[src/rtl/minitb_ahb_arbiter_if.sv]
// AHB-lite style link bundle used for both arbiter-to-master and
// arbiter-to-slave connections. The "master" modport is the side that issues
// transfers; the "slave" modport is the side that answers them.
interface minitb_ahb_arbiter_if #(
  parameter int addrWidth = 8,
  parameter int dataWidth = 32
);
  logic [1:0]           htrans;
  logic [addrWidth-1:0] haddr;
  logic                 hwrite;
  logic [dataWidth-1:0] hwdata;
  logic                 hready;
  logic [dataWidth-1:0] hrdata;

  modport master (
    output htrans, haddr, hwrite, hwdata,
    input  hready, hrdata
  );

  modport slave (
    input  htrans, haddr, hwrite, hwdata,
    output hready, hrdata
  );
endinterface

[src/rtl/minitb_ahb_arbiter.sv]
// Two-master round-robin arbiter onto a single AHB-lite slave.
// The address phase is passed through combinationally from the winning master.
// The data phase owner is tracked so that write data can be steered to the
// slave, and so that a read completing while its master is stalled can be held.
// Optional feature: define MINITB_AHB_ARB_BURST_HOLD_EN to let the last winner
// keep the bus under contention for up to 4 consecutive transfers.
//
// Data-phase state:
//   state    | meaning
//   DP_IDLE  | no data phase in flight
//   DP_M0_RD | m0 read data phase in flight
//   DP_M0_WR | m0 write data phase in flight
//   DP_M1_RD | m1 read data phase in flight
//   DP_M1_WR | m1 write data phase in flight
module minitb_ahb_arbiter #(
  parameter int addrWidth = 8,
  parameter int dataWidth = 32
) (
  input logic                    hclk,
  input logic                    hresetn,
  minitb_ahb_arbiter_if.slave    m0,
  minitb_ahb_arbiter_if.slave    m1,
  minitb_ahb_arbiter_if.master   s
);

  localparam logic [1:0] HTRANS_IDLE = 2'b00;

  typedef enum logic [2:0] {
    DP_IDLE  = 3'd0,
    DP_M0_RD = 3'd1,
    DP_M0_WR = 3'd2,
    DP_M1_RD = 3'd3,
    DP_M1_WR = 3'd4
  } dp_state_t;

  dp_state_t            dp_q;
  dp_state_t            dp_next;

  logic                 req0;
  logic                 req1;
  logic                 gnt_valid;
  logic                 gnt_sel;      // 0 = m0, 1 = m1
  logic                 keep_last;
  logic                 win_write;
  logic                 last_q;       // last winner, 0 = m0, 1 = m1
  logic                 dphase_valid;

  logic                 m0_hready;
  logic                 m1_hready;
  logic                 m0_stall;
  logic                 m1_stall;

  logic [1:0]           hold_valid_q;
  logic [dataWidth-1:0] hold0_q;
  logic [dataWidth-1:0] hold1_q;

  logic [1:0]           s_htrans_c;
  logic [addrWidth-1:0] s_haddr_c;
  logic                 s_hwrite_c;
  logic [dataWidth-1:0] s_hwdata_c;

`ifdef MINITB_AHB_ARB_BURST_HOLD_EN
  logic [1:0]           burst_cnt_q;
`endif

  assign req0         = m0.htrans[1];
  assign req1         = m1.htrans[1];
  assign dphase_valid = (dp_q != DP_IDLE);

  // Grant: sole requester wins; on contention alternate away from the last
  // winner unless a burst-hold streak is still running. The pointer and
  // counter only move on s_hready, so the grant is stable through a stall.
  always_comb begin
    gnt_valid = req0 | req1;
    gnt_sel   = 1'b0;
    keep_last = 1'b0;
`ifdef MINITB_AHB_ARB_BURST_HOLD_EN
    // dphase_valid means the previous cycle was a granted transfer by last_q,
    // so an idle cycle or reset breaks the streak.
    keep_last = dphase_valid && (burst_cnt_q != 2'd3);
`endif
    if (req0 && req1) begin
      gnt_sel = keep_last ? last_q : ~last_q;
    end else if (req1) begin
      gnt_sel = 1'b1;
    end
  end

  // Address-phase pass-through from the winner; idle bus when nobody asks.
  always_comb begin
    s_htrans_c = HTRANS_IDLE;
    s_haddr_c  = '0;
    s_hwrite_c = 1'b0;
    win_write  = 1'b0;
    if (gnt_valid) begin
      if (gnt_sel) begin
        s_htrans_c = m1.htrans;
        s_haddr_c  = m1.haddr;
        s_hwrite_c = m1.hwrite;
        win_write  = m1.hwrite;
      end else begin
        s_htrans_c = m0.htrans;
        s_haddr_c  = m0.haddr;
        s_hwrite_c = m0.hwrite;
        win_write  = m0.hwrite;
      end
    end
  end

  // Write data follows the registered data-phase owner.
  always_comb begin
    s_hwdata_c = '0;
    case (dp_q)
      DP_M0_RD, DP_M0_WR: s_hwdata_c = m0.hwdata;
      DP_M1_RD, DP_M1_WR: s_hwdata_c = m1.hwdata;
      default:            s_hwdata_c = '0;
    endcase
  end

  // Next data-phase state: advance only when the slave is ready.
  always_comb begin
    dp_next = dp_q;
    if (s.hready) begin
      if (!gnt_valid) begin
        dp_next = DP_IDLE;
      end else begin
        case ({gnt_sel, win_write})
          2'b00:   dp_next = DP_M0_RD;
          2'b01:   dp_next = DP_M0_WR;
          2'b10:   dp_next = DP_M1_RD;
          default: dp_next = DP_M1_WR;
        endcase
      end
    end
  end

  // Data-phase state register; reset abandons any in-flight data phase.
  always_ff @(posedge hclk or negedge hresetn) begin
    if (!hresetn) begin
      dp_q <= DP_IDLE;
    end else begin
      dp_q <= dp_next;
    end
  end

  // Last-winner pointer; reset points at m1 so the first contention goes to m0.
  always_ff @(posedge hclk or negedge hresetn) begin
    if (!hresetn) begin
      last_q <= 1'b1;
    end else if (s.hready && gnt_valid) begin
      last_q <= gnt_sel;
    end
  end

`ifdef MINITB_AHB_ARB_BURST_HOLD_EN
  // Streak counter: consecutive granted transfers by the same master,
  // saturating at 3 so a long uncontended run still yields on contention.
  always_ff @(posedge hclk or negedge hresetn) begin
    if (!hresetn) begin
      burst_cnt_q <= 2'd0;
    end else if (s.hready) begin
      if (!gnt_valid) begin
        burst_cnt_q <= 2'd0;
      end else if (dphase_valid && (gnt_sel == last_q)) begin
        if (burst_cnt_q != 2'd3) begin
          burst_cnt_q <= burst_cnt_q + 2'd1;
        end
      end else begin
        burst_cnt_q <= 2'd0;
      end
    end
  end
`endif

  // A requesting master that lost arbitration sees a wait state.
  assign m0_stall  = req0 &&  gnt_sel;
  assign m1_stall  = req1 && !gnt_sel;
  assign m0_hready = m0_stall ? 1'b0 : s.hready;
  assign m1_hready = m1_stall ? 1'b0 : s.hready;

  // Read data that completes while its master is stalled is parked here until
  // that master finally sees hready; it would otherwise be lost.
  always_ff @(posedge hclk or negedge hresetn) begin
    if (!hresetn) begin
      hold_valid_q <= 2'b00;
      hold0_q      <= '0;
      hold1_q      <= '0;
    end else begin
      if (s.hready && (dp_q == DP_M0_RD) && m0_stall) begin
        hold0_q         <= s.hrdata;
        hold_valid_q[0] <= 1'b1;
      end else if (m0_hready) begin
        hold_valid_q[0] <= 1'b0;
      end
      if (s.hready && (dp_q == DP_M1_RD) && m1_stall) begin
        hold1_q         <= s.hrdata;
        hold_valid_q[1] <= 1'b1;
      end else if (m1_hready) begin
        hold_valid_q[1] <= 1'b0;
      end
    end
  end

  assign s.htrans  = s_htrans_c;
  assign s.haddr   = s_haddr_c;
  assign s.hwrite  = s_hwrite_c;
  assign s.hwdata  = s_hwdata_c;

  assign m0.hready = m0_hready;
  assign m1.hready = m1_hready;
  assign m0.hrdata = hold_valid_q[0] ? hold0_q : s.hrdata;
  assign m1.hrdata = hold_valid_q[1] ? hold1_q : s.hrdata;

endmodule

[src/flat_wrapper.sv]
// flat-port wrapper written by rule: the top's interface ports become plain ports
module minitb_ahb_arbiter_flat 
#(
  parameter int addrWidth = 8,
  parameter int dataWidth = 32
)
  (hclk, hresetn, m0_htrans, m0_haddr, m0_hwrite, m0_hwdata, m0_hready, m0_hrdata, m1_htrans, m1_haddr, m1_hwrite, m1_hwdata, m1_hready, m1_hrdata, s_htrans, s_haddr, s_hwrite, s_hwdata, s_hready, s_hrdata);
  minitb_ahb_arbiter_if #(.addrWidth(addrWidth), .dataWidth(dataWidth)) m0_i ();
  minitb_ahb_arbiter_if #(.addrWidth(addrWidth), .dataWidth(dataWidth)) m1_i ();
  minitb_ahb_arbiter_if #(.addrWidth(addrWidth), .dataWidth(dataWidth)) s_i ();
  input logic hclk;
  input logic hresetn;
  input wire logic [$bits(m0_i.htrans)-1:0] m0_htrans;
  input wire logic [$bits(m0_i.haddr)-1:0] m0_haddr;
  input wire logic [$bits(m0_i.hwrite)-1:0] m0_hwrite;
  input wire logic [$bits(m0_i.hwdata)-1:0] m0_hwdata;
  output wire logic [$bits(m0_i.hready)-1:0] m0_hready;
  output wire logic [$bits(m0_i.hrdata)-1:0] m0_hrdata;
  input wire logic [$bits(m1_i.htrans)-1:0] m1_htrans;
  input wire logic [$bits(m1_i.haddr)-1:0] m1_haddr;
  input wire logic [$bits(m1_i.hwrite)-1:0] m1_hwrite;
  input wire logic [$bits(m1_i.hwdata)-1:0] m1_hwdata;
  output wire logic [$bits(m1_i.hready)-1:0] m1_hready;
  output wire logic [$bits(m1_i.hrdata)-1:0] m1_hrdata;
  output wire logic [$bits(s_i.htrans)-1:0] s_htrans;
  output wire logic [$bits(s_i.haddr)-1:0] s_haddr;
  output wire logic [$bits(s_i.hwrite)-1:0] s_hwrite;
  output wire logic [$bits(s_i.hwdata)-1:0] s_hwdata;
  input wire logic [$bits(s_i.hready)-1:0] s_hready;
  input wire logic [$bits(s_i.hrdata)-1:0] s_hrdata;
  assign m0_i.htrans = m0_htrans;
  assign m0_i.haddr = m0_haddr;
  assign m0_i.hwrite = m0_hwrite;
  assign m0_i.hwdata = m0_hwdata;
  assign m0_hready = m0_i.hready;
  assign m0_hrdata = m0_i.hrdata;
  assign m1_i.htrans = m1_htrans;
  assign m1_i.haddr = m1_haddr;
  assign m1_i.hwrite = m1_hwrite;
  assign m1_i.hwdata = m1_hwdata;
  assign m1_hready = m1_i.hready;
  assign m1_hrdata = m1_i.hrdata;
  assign s_htrans = s_i.htrans;
  assign s_haddr = s_i.haddr;
  assign s_hwrite = s_i.hwrite;
  assign s_hwdata = s_i.hwdata;
  assign s_i.hready = s_hready;
  assign s_i.hrdata = s_hrdata;
  minitb_ahb_arbiter #(.addrWidth(addrWidth), .dataWidth(dataWidth)) u_core (.hclk(hclk), .hresetn(hresetn), .m0(m0_i), .m1(m1_i), .s(s_i));
endmodule
[config.mk]
export PLATFORM = sky130hd
export DESIGN_NAME = minitb_ahb_arbiter_flat
export DESIGN_NICKNAME = d
export VERILOG_FILES = /design/src/rtl/minitb_ahb_arbiter_if.sv /design/src/rtl/minitb_ahb_arbiter.sv /design/src/flat_wrapper.sv
export SDC_FILE = /design/constraint.sdc
export NUM_CORES = 1
export LEC_CHECK = 0
export BUFFER_PORTS_ARGS = -buffer_cell sky130_fd_sc_hd__clkbuf_2
export CORE_MARGIN = 2
export CORE_UTILIZATION = 40
export DETAILED_ROUTE_END_ITERATION = 10
export PLACE_DENSITY_LB_ADDON = 0.05
export SLEW_MARGIN = 20
export SYNTH_ARGS = -nofsm -noshare
export SYNTH_HDL_FRONTEND = slang
export SYNTH_SLANG_ARGS = --single-unit
export TNS_END_PERCENT = 30
[constraint.sdc]
create_clock -name hclk -period 1.7 [get_ports hclk]
set_input_delay 0.085 -clock hclk [delete_from_list [all_inputs] [get_ports hclk]]
set_output_delay 0.085 -clock hclk [all_outputs]
set_load 0.1 [all_outputs]
==> flow_summary.ini <==
[synthesis]
yosys.area.top_type = dfrtp_1
synth_top_flop_cell = dfrtp_1
syn_area_sq_um = 4090
synth_xor_xnor_area_share_pct = 0.214
synthArstFlopShare_pct = 100
synth_fa_ha_area_share_pct = 0.918
synthSimpleGateAreaFrac_pct = 3.98
ys_ff_latch = 70
ys_types = 28
synth_top_area_share_pct = 42.2
ys_seq_area_share_pct = 42.9
synth_compound_area_share_pct = 9.42
synth-edff-count = 0
syn-num-nets = 443
synthCells = 319
synth_top_family_by_area = multiplexers
ys_warn_count = 0
ys_top_cells_by_area = dfrtp_1 (42%), mux2_2 (28%), mux2_4 (11%), a22o_1 (6.9%), nand2_1 (2.1%)
muxShareOfSynthArea_pct = 38.5
syn-mean-instance-area_sq_um = 12.8

[setup_path]
regToRegEndpoint = u_core.hold0_q[11]
crit_fanout = 17
required_ns = 1.92
startpoint_type = register
r2r_start = u_core.dp_q[1]
r2r_setup_slack_ns = -0.21
rr_worst_depth = 5
path_class = register to register
endpoint_kind = register
critical_path_arrival_ns = 2.13

[worst_hold_path]
hold_class = primary input to register
min_to = u_core.hold0_q[23]
min-delay-start = s_hrdata[23]
hold_depth = 2

[finish]
finalNetCount = 688
final_util_pct = 79.1
drive_gt1_share_pct = 79.3
diodes = 0
num-fill-cells = 584
final_cell_mix = clkbuf_2 (120), buf_12 (115), mux2_2 (99)
final_common_cell = clkbuf_2
areaGrowthSynthToFinish_pct = 90.7

[placed_design]
gp_congestion = 0.868
portBuffers = 229
place_hpwl_mm = 9.39

[global_routing]
grt_first_pass_wirelength_mm = 20.0
grt_pass1_vias = 3768
overflow = 0
grt_max_degree = 71
gr-usage-all-layers_pct = 22.7
antenna_found_initial = 0

[drt]
wl_per_cell_microns = 18.8
ant_nets = 0
drt-initial-drc-count = 97
vias_per_cell = 5.11
vias = 3586
firstDrtPassIters = 4
drcViolationCount = 0
routed_wl_mm = 13.2

[floorplanning]
ios = 230
dieWidth_microns = 105
start_util_pct = 41.5
dieArea_sq_um = 11100
die_h_microns = 105
core-area_sq_um = 9860
rows = 36

[clocking]
cts-root-buf = clkbuf_8
cts_sinks = 70
cts_tree = yes
clock_latency_ns = 0.34
cts.clk_slew.worst_paths_ns = 0.08
cts_buffer_depth = 2
cts_htree_levels = 3
numCtsBuffers = 9

[sta]
worst_slack_ns = -0.208
period_share_pct = 112
worst_slew_pin_slew_ns = 0.550
fmax_ghz = 0.524
rsz0062_at_grt = true
fin_crit_ns = 1.91
max_slew_margin_pct = 63.5
skew_ns = 0.0112
finalSetupViolations = 64
drv_slew = 0
hold_viol_final = 0

[pwr]
p_leak_uw = 0.00380
p_per_area_nw_per_um2 = 1440
total_power_uw = 11200
ir_worst_vdd_mv = 1.37

[outcome]
status = finished, violations left
failed_checks = setup timing

[flow_run]
drv_cap = 0
-- area by class of cell --
type	instances	area (sq um)	share of cell area, %
clock buffer	10	138	1.76
timing repair buffer	259	3150	40.4
clock inverter	6	61.3	0.786
multi-input combinational	221	2520	32.3
tap	133	166	2.13
inverter	3	11.3	0.144
sequential	70	1750	22.5
-- power by group --
| part | internal [uW] | switching [uW] | total [uW] |
|---|---|---|---|
| Sequential | 2230 | 306 | 2540 |
| Combinational | 3060 | 4290 | 7350 |
| Clock | 712 | 629 | 1340 |
-- routing by layer --
metal  global-route usage [%]  part of all wire [%]  routed length [microns]
met2                     37.3                    52                     6880
met3                     4.37                   4.9                      640
met4                     7.43                   2.2                      292
met1                     30.0                    41                     5370
met5                        0                     0                        0
-- how the worst max path moves through the flow --
stage                    from                 end  depth (start not counted)
2_1_floorplan   u_core.last_q      u_core.dp_q[0]                          6
3_5_place_dp   u_core.dp_q[1]   u_core.hold0_q[8]                          4
5_1_grt        u_core.dp_q[1]        s_hwdata[21]                          6
3_3_place_gp   u_core.dp_q[1]   u_core.hold0_q[5]                          4
6_report       u_core.dp_q[1]  u_core.hold0_q[11]                          5
4_1_cts        u_core.dp_q[1]        s_hwdata[25]                          8
-- synthesized netlist by cell type (all sizes together), types with 2 or more instances --
master and instances:
ha 3, nand2 23, clkbuf 17, nor2 7, o21ai 10, a22o 32, mux2 130, inv 3
o22ai 2, o21a 2, dfrtp 69, buf 8
-- per-stage QoR --
step | area, sq um | hold WS (ns) | setup WS, ns | instances | setup TNS [ns]
global route | 7800 | 0.0173 | -0.260 | 702 | -14.82
global placement | 7230 | 0.139 | -0.201 | 675 | -6.15
CTS | 7630 | 0.00633 | -0.231 | 699 | -10.69
finish | 7800 | 0.0147 | -0.208 | 702 | -10.48
floorplan | 4230 | -0.211 | -0.422 | 319 | -10.68
detailed placement | 7230 | 0.140 | -0.224 | 675 | -6.73
-- logic make-up (layout without fill, tap and decap cells) --
kind of cell,Yosys count,count (layout)
xor+xnor,1,1
flops,70,70
fa+ha+maj,3,3
buf+inv,28,278
simple gates,37,37
compound gates,50,50
mux,130,130
-- repair_timing --
item,CTS,global route
endpoints found under the setup margin,74,107
pin swaps,4,3
setup buffers,5,3
hold buffers,1,0
gates resized for setup,19,22
gates cloned,2,2
hold endpoints to repair,69,0
-- sequential cells by signal, summed over array words and instances, names as in the netlist --
| register | flops |
|---|---|
| u_core.hold1_q | 32 |
| u_core.hold0_q | 32 |
| u_core.hold_valid_q | 2 |
| u_core.dp_q | 3 |
| u_core.last_q | 1 |
-- worst max-delay path: stages, from the launching register on --
cell and delay, ns:
dfrtp_1 0.41, buf_4 0.15, nor4bb_4 0.28, or3b_4 0.45, buf_12 0.18, mux2_4 0.30
Power figures use the tool's default switching activity.
